## config.mk

```make
export PLATFORM = sky130hd
export DESIGN_NAME = pipe_hazard_ctrl
export DESIGN_NICKNAME = d
export VERILOG_FILES = /design/src/rtl/pipe_hazard_ctrl.sv
export SDC_FILE = /design/constraint.sdc
export NUM_CORES = 1
export LEC_CHECK = 0
export ABC_AREA = 1
export CELL_PAD_IN_SITES_DETAIL_PLACEMENT = 1
export CELL_PAD_IN_SITES_GLOBAL_PLACEMENT = 2
export CORE_UTILIZATION = 39
export CTS_CLUSTER_SIZE = 30
export DETAILED_ROUTE_END_ITERATION = 10
export DONT_BUFFER_PORTS = 1
export GPL_TIMING_DRIVEN = 0
export PLACE_DENSITY = 0.94
export SLEW_MARGIN = 20
export SYNTH_ARGS = -nofsm -noshare
export SYNTH_HDL_FRONTEND = slang
export SYNTH_SLANG_ARGS = --single-unit
```

## constraint.sdc

```tcl
create_clock -name clk -period 4.3 [get_ports clk]
set_input_delay 0.215 -clock clk [delete_from_list [all_inputs] [get_ports clk]]
set_output_delay 0.215 -clock clk [all_outputs]
set_load 0.005 [all_outputs]
```

## src/rtl/pipe_hazard_ctrl.sv

```systemverilog
// pipe_hazard_ctrl: stall/flush/clock-enable controller for a 5-stage pipeline with ISR drain and spin gating
module pipe_hazard_ctrl #(
  parameter int NMC         = 2,
  parameter int CNT_W       = 32,
  parameter int SPIN_THRESH = 4
) (
  input  logic             clk,
  input  logic             nrst,
  input  logic             hzd_jalr,
  input  logic             hzd_load_a,
  input  logic             hzd_load_b,
  input  logic [NMC-1:0]   mc_busy,
  input  logic             branch_flush,
  input  logic             jump_flush,
  input  logic             self_jump,
  input  logic             isr_req,
  input  logic             wake,
  input  logic             cnt_clr,
  output logic [4:0]       stall,
  output logic [4:0]       flush,
  output logic             clk_en_fe,
  output logic             isr_ack,
  output logic [CNT_W-1:0] stall_cnt,
  output logic [CNT_W-1:0] flush_cnt
);
  localparam int SW = $clog2(SPIN_THRESH + 1);
  localparam logic [SW-1:0] SPIN_MAX = SW'(SPIN_THRESH);
  typedef enum logic [1:0] {S_IDLE, S_DRAIN, S_FLUSH, S_SPIN} state_t;
  state_t r_state, w_next;
  logic [SW-1:0] r_spin, w_spin_nxt;
  logic [CNT_W-1:0] r_stall_cnt, r_flush_cnt;
  logic [4:0] w_stall, w_flush;
  logic w_ld, w_mc, w_jh, w_clk_en, w_ack;
  assign w_ld = hzd_load_a | hzd_load_b;
  assign w_mc = |mc_busy;
  assign w_jh = hzd_jalr;
  always_comb begin
    w_stall  = {2'b00, w_ld | w_mc, {2{w_ld | w_jh | w_mc}}};
    w_flush  = {1'b0, w_ld | w_mc, w_jh | branch_flush, jump_flush | branch_flush, 1'b0};
    w_clk_en = 1'b1;
    w_ack    = 1'b0;
    w_next   = r_state;
    case (r_state)
      S_IDLE:  w_next = isr_req ? S_DRAIN : (w_spin_nxt == SPIN_MAX ? S_SPIN : S_IDLE);
      S_DRAIN: begin
        w_stall[0] = 1'b1;
        w_next     = (!w_ld && !w_jh && !w_mc) ? S_FLUSH : S_DRAIN;
      end
      S_FLUSH: begin
        w_stall = '0;
        w_flush = 5'b00111;
        w_ack   = 1'b1;
        w_next  = S_IDLE;
      end
      default: begin
        w_stall  = 5'b00111;
        w_flush  = '0;
        w_clk_en = 1'b0;
        w_next   = isr_req ? S_DRAIN : (wake ? S_IDLE : S_SPIN);
      end
    endcase
  end
  // Spin count only advances on unstalled self-jumps; a self-jump's own redirect flush must not clear it.
  always_comb begin
    w_spin_nxt = r_spin;
    if (r_state == S_FLUSH || (r_state == S_SPIN && !isr_req && wake))
      w_spin_nxt = '0;
    else if (r_state == S_IDLE) begin
      if (!self_jump && (!(w_ld | w_mc) || branch_flush || jump_flush))
        w_spin_nxt = '0;
      else if (self_jump && !(w_ld | w_mc) && r_spin != SPIN_MAX)
        w_spin_nxt = r_spin + 1'b1;
    end
  end
  always_ff @(posedge clk or negedge nrst) begin
    if (!nrst) begin
      r_state     <= S_IDLE;
      r_spin      <= '0;
      r_stall_cnt <= '0;
      r_flush_cnt <= '0;
    end else begin
      r_state     <= w_next;
      r_spin      <= w_spin_nxt;
      r_stall_cnt <= cnt_clr ? '0 : r_stall_cnt + CNT_W'(w_stall[1] && !(&r_stall_cnt));
      r_flush_cnt <= cnt_clr ? '0 : r_flush_cnt + CNT_W'((w_flush[1] | w_flush[2]) && !(&r_flush_cnt));
    end
  end
  assign stall     = nrst ? w_stall : '0;
  assign flush     = nrst ? w_flush : '0;
  assign clk_en_fe = !nrst | w_clk_en;
  assign isr_ack   = nrst & w_ack;
  assign stall_cnt = r_stall_cnt;
  assign flush_cnt = r_flush_cnt;
endmodule
```

==> results of run 1 <==
==> layer usage <==
metal | up-vias | share of wire [%] | GRT usage, %
li1 | 1802 | - | -
met1 | 1865 | 46 | 31.0
met2 | 79 | 48 | 38.8
met3 | 15 | 5.1 | 6.05
met4 | 0 | 1.2 | 7.34
met5 | - | 0 | 0
==> final timing paths <==
check                               from             to  slack, ns  depth (start not counted)
setup / recovery              r_state[1]  flush_cnt[22]       1.44                         16
hold / removal                   isr_req     r_state[1]       0.11                          3
setup reg to reg              r_state[1]  flush_cnt[22]       1.44                         16
hold reg to reg            flush_cnt[11]  flush_cnt[11]       0.55                          1
max in group asynchronous           nrst  flush_cnt[18]       3.57                          2
min in group asynchronous           nrst   stall_cnt[7]       0.40                          2
==> worst max-delay path, delay by kind of cell, from the launching register on <==
kind,cells,cell delay [ns]
simple gates,7,0.95
compound gates,4,0.68
fa+ha+maj,2,0.41
buf+inv,3,0.35
flops,1,0.35
==> repair_timing <==
item / 4_1_cts / 5_1_grt
setup buffers: 0 / 0
hold buffers: 2 / 0
endpoints found under the hold margin: 69 / 0
setup endpoints to repair: 0 / 0
==> cell type report <==
| cell class | count | area, sq um | share of cell area, % |
|---|---|---|---|
| Buffer | 12 | 71.3 | 1.58 |
| Clock buffer | 12 | 145 | 3.21 |
| Clock inverter | 2 | 35.0 | 0.775 |
| Inverter | 67 | 251 | 5.56 |
| Multi-Input combinational cell | 404 | 2080 | 46.1 |
| Sequential cell | 69 | 1730 | 38.2 |
| Tap cell | 136 | 170 | 3.76 |
| Timing Repair Buffer | 2 | 37.5 | 0.830 |
==> power by group <==
part	switching, W	total (W)	internal (W)
clock	0.000243	0.000520	0.000277
combinational	0.0000789	0.000116	0.0000369
sequential	0.0000208	0.000685	0.000664
total	0.000342	0.00132	0.000978
==> registers in the layout (all words and copies together), names as in the netlist <==
register,flops
flush_cnt,32
stall_cnt,32
r_spin,3
r_state,2
==> cell usage after synthesis <==
cell type  instances
nand2_1          101
nor2_1            99
dfrtp_1           69
inv_1             60
a21oi_1           33
nor3_1            27
nand3_1           26
o21ai_0           21
nand4_1           19
xor2_1            16
nor2_4             8
inv_2              7
nand2_2            7
nor3_2             7
xnor2_1            7
ha_1               6
nor2_2             5
buf_4              4
clkbuf_1           4
a31oi_1            3
nand3_2            3
o21a_1             3
buf_1              2
o21ai_1            2
a211oi_1           1
a31o_2             1
and2_1             1
and3b_1            1
buf_2              1
clkbuf_8           1
conb_1             1
nand4_2            1
nor3_4             1
o31ai_1            1
or2_2              1
==> cell usage in the layout (no fill, tap or decap), drive strengths merged <==
cell / count
nand4: 20
o21ai: 23
and2: 1
a31oi: 3
nor2: 112
nor3: 35
nand3: 29
a21oi: 33
dlygate4sd3: 1
or2: 1
and3b: 1
bufinv: 1
xnor2: 7
dfrtp: 69
o21a: 3
clkinv: 1
nand2: 108
xor2: 16
ha: 6
o31ai: 1
inv: 67
buf: 8
a211oi: 1
a31o: 1
clkbuf: 17
conb: 3
==> cell families (layout without fill, tap and decap cells) <==
family          count (synthesis)  after routing  synth area share [%]
other cells                     1              3                0.0909
compound gates                 65             65                  8.37
simple gates                  307            307                  35.2
fa+ha+maj                       6              6                  1.82
xor+xnor                       23             23                  4.88
flops                          69             69                  41.9
buf+inv                        79             95                  7.83
==> metrics by stage <==
step / total power (W) / setup slack (ns) / instances
after floorplan: 0.000768 / 2.02 / 552
after global placement: 0.000790 / 1.55 / 688
after detailed placement: 0.000798 / 1.42 / 688
after CTS: 0.00133 / 1.41 / 704
after global routing: 0.00138 / 1.21 / 704
final: 0.00132 / 1.44 / 704
==> flow_summary.yaml, run 1 <==
run_status:
  outcome: "completed"
timing:
  rsz0062_at_grt: "no"
  fmax_ghz: 0.349
  finalHoldViolCount: 0
  fin_crit_sh_pct: 66.6
  setup_viol: 0
  min_period_ns: 2.86
  drv_slew: 0
  worst_pin_slew_ns: 0.598
  max-slew-margin-rel_pct: 60.1
  whs_ns: 0.115
  finalClockSkew_ns: 0.00870
  fin_setup_tns_ns: 0
setup_path:
  critPathMaxFanout: 10
  endpoint_kind: "flop"
  required_ns: 4.54
  worstPathArrival_ns: 3.10
  crit_path_max_incr_delay_ns: 0.35
  slowest_stage: "dfrtp_1"
  worstSetupPathType: "reg2reg"
  crit_chain: "buf_2 > nand2_1 > inv_1 > a31o_2 > a31oi_1 > ha_1 > ha_1 > nand2_1 > nor2_4 > inv_2 > nor2_4 > nand2_2 > nor2_2 > nand2_1 > o21ai_1 > a21oi_1"
  start_kind: "flop"
  cpMostUsedCell: "nand2_1"
yosys:
  syn-cell-area_sq_mm: 0.00413
  ys_ff_latch: 69
  synth_top_area_cell: "dfrtp_1"
  ys_seq_area_share_pct: 41.9
  syn_avg_cell_area_sq_um: 7.50
  ys_warn_count: 0
  yosys.area.top_type_share_pct: 41.9
  yosys-top-cells-area: "dfrtp_1 (42%), nand2_1 (9.2%), nor2_1 (9.0%), inv_1 (5.5%), a21oi_1 (4.0%)"
  syn-instance-count: 550
  synth.distinct_cells: 35
floorplanning:
  dieArea_sq_mm: 0.0110
  die_x_um: 105
  start_util_pct: 40.1
  coreArea_sq_mm: 0.0103
  dieHeight_um: 105
  io-pin-count: 89
  rows: 37
global_route:
  grt_usage_pct: 23.8
  grt_overflow_total: 0
  grt_max_degree: 70
  antenna_found_initial: 1
  grt_pass1_wl_um: 20600
  first_global_vias: 3944
power:
  leakage_nw: 1.86
  max-vdd-ir-drop_mv: 0.123
  power_density_mw_per_mm2: 292
clock_network:
  cts.clk_slew.worst_paths_ns: 0.07
  root_buffer: "clkbuf_8"
  cts_tree: "built"
  clock_latency_ns: 0.35
  htree_levels: 3
  clk_path_buf_depth: 2
  ctsResizeCount: 0
  clock-sinks: 69
  cts-buffers-inserted: 9
place:
  place.port_buffers: 0
  place_congestion: 0.847
  dpl.hpwl_um: 9450
  placed_cell_area_sq_mm: 0.00430
finish:
  diodes: 0
  area_growth_pct: 9.58
  nFillCells: 1300
  nets: 584
  post-route-util_pct: 44.0
  stdcell_area_sq_mm: 0.00452
  drive_above_1_share_pct: 10.6
routing:
  first_pass_iters: 4
  wl_per_cell_um: 17.6
  drc_errors: 0
  ant_nets: 0
  route.vias.total: 3761
  drtIter0Drc: 173
  drt_wl_total_um: 12400
  via_per_inst: 5.34
job:
  drv_cap: 0
hold_path:
  holdCritPathClass: "in2reg"
Power figures use the tool's default switching activity.
==> inputs of run 2 (changes only) <==
--- a/config.mk
+++ b/config.mk
@@ -5,15 +5,15 @@
 export SDC_FILE = /design/constraint.sdc
 export NUM_CORES = 1
 export LEC_CHECK = 0
-export ABC_AREA = 1
+export ABC_AREA = 0
 export CELL_PAD_IN_SITES_DETAIL_PLACEMENT = 1
 export CELL_PAD_IN_SITES_GLOBAL_PLACEMENT = 2
-export CORE_UTILIZATION = 39
+export CORE_UTILIZATION = 35
 export CTS_CLUSTER_SIZE = 30
 export DETAILED_ROUTE_END_ITERATION = 10
 export DONT_BUFFER_PORTS = 1
 export GPL_TIMING_DRIVEN = 0
-export PLACE_DENSITY = 0.94
+export PLACE_DENSITY = 0.84
 export SLEW_MARGIN = 20
 export SYNTH_ARGS = -nofsm -noshare
 export SYNTH_HDL_FRONTEND = slang
==> constraint.sdc (replaced) <==
create_clock -name clk -period 2.55 [get_ports clk]
set_input_delay 0.1275 -clock clk [delete_from_list [all_inputs] [get_ports clk]]
set_output_delay 0.1275 -clock clk [all_outputs]
set_load 0.005 [all_outputs]
==> run 2 against run 1 <==
Net effect:
- the run now ends with setup timing left
- fmax up 1.3%
- first-iteration DRC count decreased by 21%
- worst hold slack lost 0.074 ns
- clock power grew 75%
- global-route usage shrank 1.9 points
- sequential share of layout area shrank 5.9 points
- utilization up 6.0 points
- wire length increased by 4.4%
- count of clock-buffer cells in the layout down 1
- critical path depth down 4
- area after synthesis decreased by 4.8%
- flip-flop and latch count unchanged
- critical endpoint is now flush_cnt[30]
- largest cell class unchanged
==> flow_summary.yaml, run 2 <==
run_status:
  outcome: "complete, but fails checks"
  violations: "setup timing"
place:
  dpl.cell_count: 557
  place.port_buffers: 0
  place_congestion: 0.759
  dpl.hpwl_um: 7800
  dp_slack_ns: -0.620
power:
  p_sw_w: 0.000557
  swShare_pct: 24.9
  clkPwrFrac_pct: 40.7
  max-vdd-ir-drop_mv: 0.212
  p_comb_share_pct: 8.4
  seqPwrFrac_pct: 50.9
  power_density_mw_per_mm2: 411
  intPower_w: 0.00168
  leakage_nw: 2.04
routing:
  first_pass_iters: 4
  drtIter0Drc: 137
  via_per_inst: 5.92
  wl_per_cell_um: 20.7
  drt_wl_total_um: 13000
  ant_nets: 0
  route.vias.total: 3707
  drc_errors: 0
clock_network:
  cts-buffers-inserted: 9
  root_buffer: "clkbuf_8"
  htree_levels: 3
  clock-sinks: 69
  cts.clk_slew.worst_paths_ns: 0.08
  cts_tree: "built"
  clk_path_buf_depth: 2
  clock_latency_ns: 0.35
setup_path:
  worstPathArrival_ns: 3.06
  endpoint_kind: "flop"
  required_ns: 2.79
  reg2reg_from: "flush_cnt[16]"
  worstSetupPathType: "reg2reg"
  slowest_stage: "or4_4"
  crit_start: "flush_cnt[16]"
  crit_path_max_incr_delay_ns: 0.57
  crit_chain: "nand4_4 > or4_4 > nor4_4 > nor2_1 > ha_2 > buf_4 > ha_4 > buf_6 > and3_4 > nand3_4 > nor4_2 > mux2_2"
  critPathMaxFanout: 7
  start_kind: "flop"
yosys:
  synth_top_area_cell: "dfrtp_1"
  yosys.area.top_type_share_pct: 44.0
  syn_avg_cell_area_sq_um: 9.46
  ys_seq_area_share_pct: 44.0
  syn-cell-area_sq_mm: 0.00393
  synth_edf_count: 0
  synth_top_flop_cell: "dfrtp_1"
  synth.distinct_cells: 47
  yosysMostFrequentCell: "dfrtp_1"
  synthTopCellsByCount: "dfrtp_1 (69), nor2_1 (37), a21oi_1 (33), o31ai_1 (26), or4_1 (25)"
  ys_warn_count: 0
  syn-instance-count: 415
  yosys-top-cells-area: "dfrtp_1 (44%), o31ai_1 (5.0%), or4_1 (4.8%), a21oi_1 (4.2%), xnor2_1 (3.6%)"
  ys_ff_latch: 69
  synthArstFlopShare_pct: 100
timing:
  finalClockSkew_ns: 0.0158
  drv_slew: 0
  max-slew-margin-rel_pct: 49.7
  fin_ws_ns: -0.276
  fin_crit_sh_pct: 111
  fmax_ghz: 0.354
  finalHoldViolCount: 0
  rsz0062_at_grt: "yes"
  setup_viol: 43
  worst_pin_slew_ns: 0.754
  min_period_ns: 2.83
  whs_ns: 0.0413
finish:
  nets: 503
  post-route-util_pct: 50.0
  final_cells: 626
  drive_above_1_share_pct: 42.2
  diodes: 0
  final_cell_mix: "dfrtp_1 (43), nor2_1 (37), buf_4 (34)"
  final_common_cell: "dfrtp_1"
  area_growth_pct: 38.7
floorplanning:
  dieHeight_um: 108
  die_x_um: 108
  dieArea_sq_mm: 0.0116
  io-pin-count: 89
  start_util_pct: 36.1
  rows: 38
  coreArea_sq_mm: 0.0109
hold_path:
  min_from: "cnt_clr"
  holdCritPathClass: "in2reg"
global_route:
  grt_max_degree: 70
  first_global_vias: 3689
  grt_usage_pct: 21.9
  grt_overflow_total: 0
  grt_pass1_wl_um: 19700
  antenna_found_initial: 1
job:
  drv_cap: 0
[run 2: changes by cell type after synthesis, moves of 10 or more]
cell / before / now
or4_1: 0 / 25
and4_1: 0 / 10
o31ai_1: 1 / 26
nor2_1: 99 / 37
nand2_1: 101 / 20
or3_1: 0 / 12
nor4_1: 0 / 13
nor3_1: 27 / 4
o21ai_0: 21 / 10
inv_1: 60 / 12
[run 2: cell type report]
class / instances / area (sq um)
fillers: 1184 / 5440
well taps: 140 / 175
plain buffers: 20 / 161
multi-input cells: 314 / 2550
clock inverters: 2 / 35.0
flip-flops and latches: 69 / 1760
inverters: 12 / 45.0
repair buffers: 58 / 566
clock buffers: 11 / 151
[run 2: final timing paths]
path	slack [ns]	cells past startpoint	end
min in group asynchronous	0.32	2	flush_cnt[23]
worst max-delay path	-0.28	12	flush_cnt[30]
worst max register to register	-0.28	12	flush_cnt[30]
worst min-delay path	0.04	2	flush_cnt[23]
max in group asynchronous	1.87	2	flush_cnt[5]
worst min register to register	0.59	2	r_spin[1]
[run 2: power groups by stage]
| stage | Combinational [W] | Sequential, W | Clock (W) |
|---|---|---|---|
| final | 0.000189 | 0.00114 | 0.000911 |
| after floorplan | 0.0000927 | 0.00115 | 0 |
| after detailed placement | 0.000119 | 0.00116 | 0 |
| after CTS | 0.000177 | 0.00114 | 0.000924 |
| after global routing | 0.000208 | 0.00114 | 0.000964 |
| after global placement | 0.000114 | 0.00116 | 0 |
[run 2: metal layers]
layer / wire [um] / GRT usage, % / up-vias
met4: 168 / 7.34 / 0
met1: 5570 / 28.3 / 1919
met5: 0 / 0 / -
met3: 657 / 4.48 / 13
met2: 6560 / 36.3 / 87
li1: - / - / 1688
[run 2: kinds of logic after synthesis]
kind of cell,after synthesis,share of synthesized area (%)
AND/OR/NAND/NOR,196,29.7
AO/OA/AOI/OAI,78,12.4
flip-flops,69,44.0
buffers and inverters,34,4.72
XOR/XNOR,26,5.80
adder cells (fa/ha/maj),6,1.91
multiplexers,5,1.37
other,1,0.0955
[run 2: metrics by stage]
step                power [W]  cell area [sq um]  setup TNS, ns
finish                0.00224               5450          -6.70
global route          0.00232               5450         -12.09
CTS                   0.00224               5050          -4.77
detailed placement    0.00128               4230         -13.55
global placement      0.00127               4230          -9.93
floorplan             0.00125               4050         -0.212
[run 2: critical path, delay by kind of cell (launching register included)]
family        cells  cell delay [ns]
flops             1             0.48
mux               1             0.29
buf+inv           2             0.25
fa+ha+maj         2             0.35
simple gates      7             1.33
[run 2: timing repair]
item,CTS,global route
hold endpoints to repair,71,0
hold buffers,4,0
gates resized for setup,75,77
buffers inserted,39,20
cloned,0,0
pin swaps,38,41
endpoints found under the setup margin,43,53
